**src/rtl/demux_1to8_16bit_pkg.sv**
```systemverilog
// Shared constants for the registered 1-to-8 demultiplexer and its select decoder.
// Channel count and select width are fixed; only the data width is a parameter.
package demux_1to8_16bit_pkg;

    localparam int DATA_W = 16;
    localparam int NUM_CH = 8;
    localparam int SEL_W  = 3;

endpackage : demux_1to8_16bit_pkg

```
**src/rtl/demux_1to8_16bit_onehot_decoder.sv**
```systemverilog
// 3-to-8 one-hot decoder with enable.
// The top uses the same decode for channel load gating and for the out_valid strobe.
module onehot_decoder_3to8
    import demux_1to8_16bit_pkg::*;
(
    input  logic [SEL_W-1:0]  sel,
    input  logic              en,
    output logic [NUM_CH-1:0] onehot
);

    always_comb begin
        onehot = '0;
        if (en) begin
            onehot[sel] = 1'b1;
        end
    end

endmodule : onehot_decoder_3to8

```
**src/rtl/demux_1to8_16bit.sv**
```systemverilog
// Registered 1-to-8 demultiplexer: steers one word to the selected channel.
// All other channels are driven to zero, and out_valid is a one-hot strobe.
module demux_1to8_16bit
    import demux_1to8_16bit_pkg::*;
#(
    parameter int WIDTH = DATA_W
) (
    input  logic              clk,
    input  logic              rst_n,
    input  logic [WIDTH-1:0]  in,
    input  logic [SEL_W-1:0]  sel,
    input  logic              in_valid,
    output logic [WIDTH-1:0]  out1,
    output logic [WIDTH-1:0]  out2,
    output logic [WIDTH-1:0]  out3,
    output logic [WIDTH-1:0]  out4,
    output logic [WIDTH-1:0]  out5,
    output logic [WIDTH-1:0]  out6,
    output logic [WIDTH-1:0]  out7,
    output logic [WIDTH-1:0]  out8,
    output logic [NUM_CH-1:0] out_valid
);

    logic [NUM_CH-1:0]             load;
    logic [NUM_CH-1:0]             valid_d;
    logic [NUM_CH-1:0]             valid_q;
    logic [NUM_CH-1:0][WIDTH-1:0]  ch_data;

    onehot_decoder_3to8 u_decoder (
        .sel    (sel),
        .en     (in_valid),
        .onehot (load)
    );

    always_comb begin
        valid_d = load;
    end

    always_ff @(posedge clk) begin
        if (!rst_n) begin
            valid_q <= '0;
        end else begin
            valid_q <= valid_d;
        end
    end

    // Unselected channels reload zero every cycle, so nothing holds a stale word.
    for (genvar k = 0; k < NUM_CH; k++) begin : g_ch
        logic [WIDTH-1:0] ch_d;
        logic [WIDTH-1:0] ch_q;

        always_comb begin
            ch_d = '0;
            if (load[k]) begin
                ch_d = in;
            end
        end

        always_ff @(posedge clk) begin
            if (!rst_n) begin
                ch_q <= '0;
            end else begin
                ch_q <= ch_d;
            end
        end

        assign ch_data[k] = ch_q;
    end

    assign out1      = ch_data[0];
    assign out2      = ch_data[1];
    assign out3      = ch_data[2];
    assign out4      = ch_data[3];
    assign out5      = ch_data[4];
    assign out6      = ch_data[5];
    assign out7      = ch_data[6];
    assign out8      = ch_data[7];
    assign out_valid = valid_q;

endmodule : demux_1to8_16bit

```
**config.mk**
```make
export PLATFORM = sky130hd
export DESIGN_NAME = demux_1to8_16bit
export DESIGN_NICKNAME = d
export VERILOG_FILES = /design/src/rtl/demux_1to8_16bit_pkg.sv /design/src/rtl/demux_1to8_16bit_onehot_decoder.sv /design/src/rtl/demux_1to8_16bit.sv
export SDC_FILE = /design/constraint.sdc
export NUM_CORES = 1
export LEC_CHECK = 0
export CAP_MARGIN = 20
export CORE_UTILIZATION = 36
export DETAILED_ROUTE_END_ITERATION = 7
export MAX_ROUTING_LAYER = met4
export PLACE_DENSITY = 0.74
export REMOVE_ABC_BUFFERS = 1
export SYNTH_ARGS = -nofsm -noshare
export SYNTH_HDL_FRONTEND = slang
export SYNTH_SLANG_ARGS = --single-unit
```
**constraint.sdc**
```tcl
create_clock -name clk -period 1.29 [get_ports clk]
set_input_delay 0.1935 -clock clk [delete_from_list [all_inputs] [get_ports clk]]
set_output_delay 0.1935 -clock clk [all_outputs]
set_load 0.02 [all_outputs]
```
* Word-level counts from Yosys, hierarchy flattened
Index checks and enable logic that the tools add are counted.
Word-level totals: bits in registers 136, bits in latches 0, bits in writable memories 0, memory bits (read-only) 0, memories kept 0
Cells by class: add/sub/neg operators 0, multiply operators 0, divide/modulo/power cells 0, $lt $le $gt $ge 2, equality and inequality tests 0, shift operators 0, multiplexer cells 3, bitwise gates (word level) 0, reduce and logical (&&, ||, !) cells 9
Operator list (number):
- $reduce_and 2->1 | 8
- $mux 8 | 1
- $lt 3x4->1 const B | 1
- $demux 1 s3 | 1
- $ge 3x1->1 const B | 1
- $logic_and 1x1->1 | 1
- $mux 1 | 1

* Longest topological paths before layout
depth in word-level cells 6, gate-level depth with buffers 5, depth with buffers taken out 2

* Modules after synthesis
Synthesis repeated with hierarchy kept, for this count alone.
Unflattened totals: cells, all modules 303, area total of the unflattened synthesis 3838.7 um^2
Modules (own cells, without submodules):
- demux_1to8_16bit | instances 1, cells each 295, area an instance 3742.3 um^2, seq. area each 2722.6 um^2
- onehot_decoder_3to8 | instances 1, cells each 8, area an instance 96.3 um^2, seq. area each 0.0 um^2

* Worst setup path before layout
OpenSTA, ideal clock, no wires.
path type in2reg, start point in sel[2], end point reg g_ch[0].ch_q[11], in the netlist out1[11], setup time 0.068 ns, data arrival time 1.180 ns, setup slack 0.042 ns, stages 5, path through buf_2 > or4b_1 > buf_2 > buf_6 > nor2_1
Between the ends: cells in the longest elaborated chain, start to end 6, elaborated cells between the ends (all ways) 7, classes of those cells order compare: 2; mux: 3; reduce/logical: 2
Ends and longest elaborated chain:
- start: declaration | line demux_1to8_16bit.sv:11 | input logic [SEL_W-1:0] sel,
- $lt 3x4->1 (not written as such) / $ge 3x1->1 (equally long branches) | line demux_1to8_16bit_onehot_decoder.sv:14 | onehot[sel] = 1'b1;
- $logic_and 1x1->1 (not written as such) | line demux_1to8_16bit_onehot_decoder.sv:14
- $mux 1 (not written as such) | line demux_1to8_16bit_onehot_decoder.sv:14
- $demux 1 s3 (*)
- $mux 8 (*) | line demux_1to8_16bit_onehot_decoder.sv:13 | if (en) begin
- $reduce_and 2->1 (no source line) (*)
- end signal: assignment | line demux_1to8_16bit.sv:63 | ch_q <= ch_d;
- end: declaration | line demux_1to8_16bit.sv:50 | logic [WIDTH-1:0] ch_q;
Every way passes the cells marked *; elsewhere a longest branch is shown, timed or not. A chain may end at the register's enable or synchronous reset.

* Worst setup path in the final report
start point reg g_ch[7].ch_q[11], in the netlist out8[11], end point out out8[11]
RTL lines:
- start: declaration | line demux_1to8_16bit.sv:50
- start signal: assignment | line demux_1to8_16bit.sv:63
- end: declaration | line demux_1to8_16bit.sv:20 | output logic [WIDTH-1:0] out8,
No word-level cell between the ends.

==> flow_metrics.py <==
metrics = {
    "die": {
        "dieWidth_um": 100,
        "rows": 35,
        "start_util_pct": 37.3,
        "io-pin-count": 158,
        "core_um2": 9280,
        "fp.dieArea_um2": 10000,
        "fp.dieH_um": 100,
    },
    "power_and_ir_drop": {
        "p_total_mw": 9.72,
        "p_per_area_nw_per_um2": 1860,
        "p_sw_share_pct": 20.2,
        "p_leak_nw": 2.56,
        "peakVddDrop_uv": 1020,
        "power.internal_mw": 7.76,
        "combPwrFrac_pct": 3.7,
        "power.switching_mw": 1.96,
        "clockPowerShare_pct": 52.5,
        "p_seq_share_pct": 43.8,
    },
    "synth": {
        "synth_seq_cells": 136,
        "ys_async_sr_fraction_pct": 0,
        "synth_common_cells": "136 x dfxtp_1, 136 x nor2_1, 16 x nand2_1",
        "ys.flop_type": "dfxtp_1",
        "yosysTopAreaCell": "dfxtp_1",
        "avgSynthCellArea_um2": 11.0,
        "synth_edf_count": 0,
        "yosysWarnings": 0,
        "seq_area_frac_synth_pct": 78.7,
        "netlist_area_um2": 3460,
        "synth_top_area_share_pct": 78.7,
        "ys_types": 11,
        "synthTopCellsByArea": "dfxtp_1 79%, nor2_1 15%, nand2_1 1.7%, clkbuf_1 1.3%, nand4bb_1 0.98%",
        "postSynthCellCount": 315,
    },
    "final_layout": {
        "area_delta_synth_final_pct": 51.3,
        "final_util_pct": 56.4,
        "drive_gt1_share_pct": 36.6,
        "finalInstanceArea_um2": 5240,
        "n_antenna_cell": 0,
        "final_nets": 513,
    },
    "clocking": {
        "clock-sinks": 136,
        "ctsRootBufferMaster": "clkbuf_8",
        "cts_setup_buffers": 0,
        "cts.clk_slew.worst_paths_ps": 60,
        "htreeDepth": 4,
        "cts_tree": "yes",
        "hold_buffers": 0,
        "cts_made_buffers": 17,
        "clock_path_buffers": 2,
    },
    "timing": {
        "hold_ws_ps": 398,
        "post-route-min-period_ps": 1250,
        "tns_ps": 0,
        "hold_viol_final": 0,
        "maxSlewHeadroom_pct": 80.9,
        "worst_slew_pin_slew_ps": 287,
        "clock.fmax_mhz": 800,
        "rsz0062_at_grt": "false",
        "drv_slew": 0,
        "finalCritPeriodShare_pct": 97.0,
        "setup_viol": 0,
    },
    "detailed_routing": {
        "drc": 0,
        "vias": 2719,
        "ant_nets": 0,
        "firstDrtPassIters": 4,
        "drt_wl_total_um": 9500,
        "viasPerCell": 4.30,
        "detail_route.wl_per_cell_um": 15.0,
        "drtIter0Drc": 73,
    },
    "placement": {
        "numPortBuffers": 157,
        "dp_hpwl_um": 6310,
        "gp_congestion": 0.762,
        "dpl-instance-area_um2": 5270,
    },
    "grt": {
        "antenna_found_initial": 0,
        "grt_pass1_vias": 2774,
        "grt_pass1_wl_um": 14400,
        "grt-ovfl-total": 0,
        "grt_max_degree": 18,
        "grt_usage_pct": 20.4,
    },
    "worst_setup_path": {
        "start_kind": "flip-flop",
        "cp_slowest_cell": "dfxtp_1",
        "endpoint_kind": "output port",
        "crit_arrival_ps": 1060,
        "cp_num_buf_inv": 1,
        "worstSetupPathType": "flip-flop to output port",
        "path_cells": "clkdlybuf4s15_2",
        "cp_max_fo": 1,
        "worstPathRequired_ps": 1100,
        "crit_family": "flip-flops",
        "slowest_delay_ps": 300,
    },
    "outcome": {
        "outcome": "complete, no violations",
    },
    "hold_path": {
        "hp-class": "input port to flip-flop",
    },
    "run": {
        "drv_cap": 0,
    },
}
-- cell usage in the layout, fill, tap and decap left out, types with 3 or more instances in the layout --
cell type	n
buf_2	133
buf_4	16
bufinv_16	5
clkbuf_16	16
clkdlybuf4s15_2	3
clkdlybuf4s50_1	21
clkinv_2	3
clkinv_4	4
dfxtp_1	136
nand2_1	16
nand4b_1	3
nand4bb_1	3
nor2_1	136
-- final cells by class --
cell class                 count  area (um^2)
clock inverter                12          200
inverter                       1         3.75
multi-input combinational    160          647
sequential                   136         2720
fill                         886         4050
timing repair buffer         175         1070
clock buffer                  19          432
tap                          129          161
-- power by group through the flow --
stage               sequential [mW]  combinational (mW)  clock [mW]
global placement               4.35               0.394           0
floorplan                      4.40              0.0938           0
CTS                            4.26               0.378        5.18
detailed placement             4.35               0.401           0
finish                         4.26               0.360        5.10
global route                   4.26               0.388        5.38
-- state kept, by name, indices dropped and copies added (netlist names) --
name,count
out7,16
out3,16
out8,16
out_valid,8
out5,16
out1,16
out6,16
out2,16
out4,16
-- through the flow --
stage	setup WS, ps	std cells
global route	0.951	632
CTS	0.185	632
global placement	-234	601
detailed placement	-271	601
floorplan	154	297
finish	39.3	632
-- worst paths after layout --
kind                                 from                 end  slack (ps)  cells after the start
worst max-delay path  out8[11]$_SDFF_PN0_            out8[11]          40                      1
worst min-delay path                in[5]  out2[5]$_SDFF_PN0_         400                      3
-- metal layers --
metal / global-route usage, % / vias up / wire length, um
met4: 7.36 / 0 / 73
met5: - / - / 0
li1: - / 1312 / -
met3: 6.69 / 9 / 584
met2: 33.0 / 114 / 4730
met1: 23.8 / 1284 / 4110
-- timing repair --
action	CTS	global route
resized for setup	468	73
pin swaps	0	0
endpoints found under the hold margin	0	0
setup endpoints to repair	136	73
cloned	0	0
-- cell families (layout without fill, tap and decap cells) --
| logic type | after synthesis | after routing | synth area share, % |
|---|---|---|---|
| flip-flops | 136 | 136 | 78.7 |
| AND/OR/NAND/NOR | 160 | 160 | 18.7 |
| buffers and inverters | 19 | 207 | 2.64 |
Note: power is estimated with default switching activity, not from simulation.
